File: src/rtl/cacheline_adaptor_if.sv
// Cache-side line port and memory-side burst port of the cacheline adaptor.
// slave = adaptor, master = the cache/memory environment driving it.
interface cacheline_adaptor_if #(
  parameter int LINE_WIDTH  = 256,
  parameter int BURST_WIDTH = 64,
  parameter int ADDR_WIDTH  = 32
);
  logic [LINE_WIDTH-1:0]  line_i;
  logic [LINE_WIDTH-1:0]  line_o;
  logic [ADDR_WIDTH-1:0]  address_i;
  logic                   read_i;
  logic                   write_i;
  logic                   resp_o;
  logic [BURST_WIDTH-1:0] burst_i;
  logic [BURST_WIDTH-1:0] burst_o;
  logic [ADDR_WIDTH-1:0]  address_o;
  logic                   read_o;
  logic                   write_o;
  logic                   resp_i;

  modport master (
    output line_i, address_i, read_i, write_i, burst_i, resp_i,
    input  line_o, resp_o, burst_o, address_o, read_o, write_o
  );

  modport slave (
    input  line_i, address_i, read_i, write_i, burst_i, resp_i,
    output line_o, resp_o, burst_o, address_o, read_o, write_o
  );
endinterface

File: src/rtl/cacheline_adaptor.sv
// Splits a cacheline read/write into a BEATS-beat memory burst and reassembles
// read bursts into one line, answering the cache with a single-cycle resp_o.
module cacheline_adaptor #(
  parameter int LINE_WIDTH  = 256,
  parameter int BURST_WIDTH = 64,
  parameter int ADDR_WIDTH  = 32
) (
  input logic clk,
  input logic rst,
  cacheline_adaptor_if.slave bus
);
  localparam int BEATS       = LINE_WIDTH / BURST_WIDTH;
  localparam int OFFSET_BITS = $clog2(LINE_WIDTH / 8);
  localparam int CNT_W       = $clog2(BEATS);

  typedef enum logic [1:0] {IDLE, READ, WRITE, DONE} state_t;

  state_t                               state_q, state_d;
  logic [CNT_W-1:0]                     cnt_q;
  logic [BEATS-1:0][BURST_WIDTH-1:0]    line_q;
  logic [ADDR_WIDTH-1:0]                addr_q;
  logic                                 last_beat;

  assign last_beat  = bus.resp_i && (cnt_q == CNT_W'(BEATS - 1));
  assign bus.line_o = line_q;

  always_ff @(posedge clk or posedge rst) begin
    if (rst) state_q <= IDLE;
    else     state_q <= state_d;
  end

  // Address offset bits are cleared at capture so address_o is line-aligned.
  always_ff @(posedge clk or posedge rst) begin
    if (rst) begin
      cnt_q  <= '0;
      line_q <= '0;
      addr_q <= '0;
    end else begin
      case (state_q)
        IDLE: begin
          if (bus.write_i) begin
            line_q <= bus.line_i;
            addr_q <= {bus.address_i[ADDR_WIDTH-1:OFFSET_BITS], {OFFSET_BITS{1'b0}}};
          end else if (bus.read_i) begin
            addr_q <= {bus.address_i[ADDR_WIDTH-1:OFFSET_BITS], {OFFSET_BITS{1'b0}}};
          end
        end
        READ: if (bus.resp_i) begin
          line_q[cnt_q] <= bus.burst_i;
          cnt_q         <= cnt_q + 1'b1;
        end
        WRITE: if (bus.resp_i) cnt_q <= cnt_q + 1'b1;
        default: ;
      endcase
    end
  end

  always_comb begin
    state_d       = state_q;
    bus.read_o    = 1'b0;
    bus.write_o   = 1'b0;
    bus.resp_o    = 1'b0;
    bus.burst_o   = '0;
    bus.address_o = '0;
    case (state_q)
      IDLE: begin
        if (bus.write_i)     state_d = WRITE;
        else if (bus.read_i) state_d = READ;
      end
      READ: begin
        bus.read_o    = 1'b1;
        bus.address_o = addr_q;
        if (last_beat) state_d = DONE;
      end
      WRITE: begin
        bus.write_o   = 1'b1;
        bus.burst_o   = line_q[cnt_q];
        bus.address_o = addr_q;
        if (last_beat) state_d = DONE;
      end
      DONE: begin
        bus.resp_o    = 1'b1;
        bus.address_o = addr_q;
        state_d       = IDLE;
      end
      default: state_d = IDLE;
    endcase
  end
endmodule
File: src/flat_wrapper.sv
// flat-port wrapper written by rule: the top's interface ports become plain ports
module cacheline_adaptor_flat 
#(
  parameter int LINE_WIDTH  = 256,
  parameter int BURST_WIDTH = 64,
  parameter int ADDR_WIDTH  = 32
)
  (clk, rst, bus_line_i, bus_address_i, bus_read_i, bus_write_i, bus_burst_i, bus_resp_i, bus_line_o, bus_resp_o, bus_burst_o, bus_address_o, bus_read_o, bus_write_o);
  cacheline_adaptor_if #(.LINE_WIDTH(LINE_WIDTH), .BURST_WIDTH(BURST_WIDTH), .ADDR_WIDTH(ADDR_WIDTH)) bus_i ();
  input logic clk;
  input logic rst;
  input wire logic [$bits(bus_i.line_i)-1:0] bus_line_i;
  input wire logic [$bits(bus_i.address_i)-1:0] bus_address_i;
  input wire logic [$bits(bus_i.read_i)-1:0] bus_read_i;
  input wire logic [$bits(bus_i.write_i)-1:0] bus_write_i;
  input wire logic [$bits(bus_i.burst_i)-1:0] bus_burst_i;
  input wire logic [$bits(bus_i.resp_i)-1:0] bus_resp_i;
  output wire logic [$bits(bus_i.line_o)-1:0] bus_line_o;
  output wire logic [$bits(bus_i.resp_o)-1:0] bus_resp_o;
  output wire logic [$bits(bus_i.burst_o)-1:0] bus_burst_o;
  output wire logic [$bits(bus_i.address_o)-1:0] bus_address_o;
  output wire logic [$bits(bus_i.read_o)-1:0] bus_read_o;
  output wire logic [$bits(bus_i.write_o)-1:0] bus_write_o;
  assign bus_i.line_i = bus_line_i;
  assign bus_i.address_i = bus_address_i;
  assign bus_i.read_i = bus_read_i;
  assign bus_i.write_i = bus_write_i;
  assign bus_i.burst_i = bus_burst_i;
  assign bus_i.resp_i = bus_resp_i;
  assign bus_line_o = bus_i.line_o;
  assign bus_resp_o = bus_i.resp_o;
  assign bus_burst_o = bus_i.burst_o;
  assign bus_address_o = bus_i.address_o;
  assign bus_read_o = bus_i.read_o;
  assign bus_write_o = bus_i.write_o;
  cacheline_adaptor #(.LINE_WIDTH(LINE_WIDTH), .BURST_WIDTH(BURST_WIDTH), .ADDR_WIDTH(ADDR_WIDTH)) u_core (.clk(clk), .rst(rst), .bus(bus_i));
endmodule
File: config.mk
export PLATFORM = sky130hd
export DESIGN_NAME = cacheline_adaptor_flat
export DESIGN_NICKNAME = d
export VERILOG_FILES = /design/src/rtl/cacheline_adaptor_if.sv /design/src/rtl/cacheline_adaptor.sv /design/src/flat_wrapper.sv
export SDC_FILE = /design/constraint.sdc
export NUM_CORES = 1
export LEC_CHECK = 0
export ABC_CLOCK_PERIOD_IN_PS = 18000
export CAP_MARGIN = 20
export CORE_AREA = 3 3 276 278
export CTS_BUF_LIST = sky130_fd_sc_hd__clkbuf_16
export CTS_CLUSTER_SIZE = 28
export DETAILED_ROUTE_END_ITERATION = 10
export DIE_AREA = 0 0 279 281
export DONT_BUFFER_PORTS = 1
export PLACE_DENSITY = 0.33
export SETUP_SLACK_MARGIN = 0.5
export SLEW_MARGIN = 10
export SYNTH_ARGS = -nofsm -noshare
export SYNTH_HDL_FRONTEND = slang
export SYNTH_SLANG_ARGS = --single-unit
File: constraint.sdc
create_clock -name clk -period 18 [get_ports clk]
set_clock_uncertainty 0.05 [all_clocks]
set_input_delay 5.4 -clock clk [delete_from_list [all_inputs] [get_ports clk]]
set_output_delay 5.4 -clock clk [all_outputs]
set_load 0.02 [all_outputs]
==> results.yml <==
outcome:
  run_status: "finished, final reports clean"
synth:
  synth.distinct_cells: 26
  synth_top_family_by_area: "multiplexers"
  synth_common_cells: "dfrtp_1 (287), mux2_2 (264), a22o_1 (252)"
  synth_warnings: 0
  synth_seq_cells: 287
  synth_top_area_cell: "dfrtp_1"
  synth_area_leaders: "dfrtp_1 (46%), mux2_2 (19%), a22o_1 (14%)"
  synthAdderAreaFrac: 0.00795
  synth_mux_area_frac: 0.302
  synth_async_sr_flop_share: 1.00
  synth_most_common_cell: "dfrtp_1"
  synth_compound_area_frac: 0.147
  syn_area_um2: 15700
  synth_edf_count: 0
  synth_top_area_share: 0.456
  ys_seq_area_frac: 0.456
  yosys_most_used_dff: "dfrtp_1"
  syn_inst: 1144
  synth_xor_area_frac: 0.000557
  syn_avg_cell_area_um2: 13.8
  synth-simple-area-share: 0.0413
die:
  initial_core_util: 0.212
  die_area_um2: 78400
  die_h_um: 281
  die_x_um: 279
  design.portCount: 712
  core_um2: 74200
  fp-row-count: 100
clock_tree:
  clock_sinks: 287
  ctsHoldBuffers: 0
  cts_root_buffer: "clkbuf_16"
  insertion_delay_ns: 0.53
  post_cts_buffers: 0
  postCtsResizedCells: 0
  h-tree-depth: 2
  cts_buffers: 39
  clk_pin_slew_worst_paths_ns: 0.05
  cts_tree: "done"
  cts_buffer_depth: 3
routing:
  finalWirelength_um: 70600
  final_antenna_net_count: 0
  drt-pass1-iter-count: 4
  drt-initial-drc-count: 658
  vias_per_cell: 5.09
  drt-wirelength-per-cell_um: 33.6
  num_vias: 10700
  drcViolationCount: 0
critical_path:
  cp_max_fo: 42
  startpoint_type: "flip-flop"
  critPathCaptureType: "primary output"
  path_class: "reg2out"
  worstPathArrival_ns: 3.26
  worstPathRequired_ns: 12.55
cells_and_area:
  nets: 1467
  post-route-cell-area_um2: 17700
  drive_above_1_share: 0.385
  fill_cells: 7806
  fin_cells: 2099
  area_delta_synth_final_pct: 12.3
placed_design:
  gp_congestion: 0.796
  place_ws_ns: 9.74
  placed_area_um2: 16500
  dp.cells: 2028
  numPortBuffers: 0
  hpwl_um: 47800
power_and_ir_drop:
  leakagePower_nw: 7.19
  power_density_nw_per_um2: 250
  ir_drop_mv: 0.103
  total_power_mw: 4.42
global_route:
  grt_overflow: 0
  antenna_found_initial: 8
  grt_pass1_vias: 11800
  grt_pass1_wl_um: 97300
  grt_util_all_layers: 0.172
  grt_max_degree: 109
timing:
  rsz0062_at_grt: "false"
  layout_min_cycle_time_ns: 8.71
  finalSetupViolations: 0
  fin_crit_sh: 0.484
  tns_ns: 0
  drv_slew: 0
  relSlewSlack: 0.312
  worstMarginPinSlew_ns: 1.03
  worst_slack_ns: 9.29
  hold_violations: 0
  fmax_ghz: 0.115
run:
  maxCapViolations: 0
worst_hold_path:
  hold_path_class: "reg2reg"
==> kinds of logic (layout without fill, tap and decap cells) <==
| family | Yosys count | count (layout) |
|---|---|---|
| compound gates | 263 | 263 |
| flops | 287 | 287 |
| buf+inv | 123 | 101 |
| simple gates | 108 | 108 |
| mux | 351 | 351 |
| other cells | 1 | 9 |
| xor+xnor | 1 | 1 |
| fa+ha+maj | 10 | 10 |
==> final timing paths <==
path                                                from                            endpoint  depth (start not counted)  slack [ns]
max in group asynchronous                            rst   u_core.bus.line_o[73]$_DFFE_PP0P_                          4       10.53
max reg2reg                  u_core.cnt_q[1]$_DFFE_PP0P_  u_core.bus.line_o[186]$_DFFE_PP0P_                          7       13.85
min                        u_core.addr_q[30]$_DFFE_PP0P_       u_core.addr_q[30]$_DFFE_PP0P_                          1        0.45
min reg2reg                u_core.addr_q[30]$_DFFE_PP0P_       u_core.addr_q[30]$_DFFE_PP0P_                          1        0.45
min in group asynchronous                            rst       u_core.addr_q[27]$_DFFE_PP0P_                          1        4.71
max                          u_core.cnt_q[1]$_DFFE_PP0P_                     bus_burst_o[52]                          3        9.29
==> placed cells by master (no fill, tap or decap), drive strengths merged <==
cell type,count
dfrtp,287
mux2,286
a22o,252
and2,68
mux4,64
clkbuf,41
nor2b,27
inv,25
buf,23
clkinv,11
ha,10
nand2,7
o21ai,6
conb,5
diode,4
a21oi,4
nand3,4
mux2i,1
xnor2,1
nand2b,1
nor2,1
a22oi,1
clkinvlp,1
==> area by class of cell <==
type	count	area, µm²	area share
clock buffers	41	1030	0.0580
clock inverters	26	105	0.00595
flip-flops and latches	287	7190	0.407
well taps	969	1210	0.0686
diodes	4	10.0	0.000566
inverters	11	56.3	0.00319
multi-input cells	738	7900	0.447
repair buffers	23	180	0.0102
==> metal layers <==
layer	vias up	wire [µm]	track usage
li1	4310	-	-
met1	5729	26800	0.198
met2	529	35700	0.296
met3	112	6130	0.0608
met4	4	1960	0.0585
met5	-	27	0
==> per-stage QoR <==
| stage | util | hold WS, ns |
|---|---|---|
| 2_1_floorplan | - | 0.421 |
| 3_3_place_gp | 0.223 | 0.432 |
| 3_5_place_dp | 0.223 | 0.437 |
| 4_1_cts | 0.238 | 0.453 |
| 5_1_grt | 0.238 | 0.476 |
| 6_report | 0.238 | 0.446 |
==> critical path: stages (launching register included) <==
cell and delay (ns):
dfrtp_4 0.84, buf_4 0.89, mux4_2 0.65, and2_1 0.26
==> registers in the layout, indices dropped and copies added (netlist names) <==
signal and count:
u_core.addr_q 27, u_core.bus.line_o 256, u_core.cnt_q 2, u_core.state_q 2
==> power breakdown <==
part           switching, mW  internal [mW]  total [mW]
clock network          0.308          0.406       0.714
registers              0.792          0.976        1.77
logic                  0.966          0.968        1.93
total                   2.07           2.35        4.42
No activity file was read; power rests on OpenSTA's default activity.
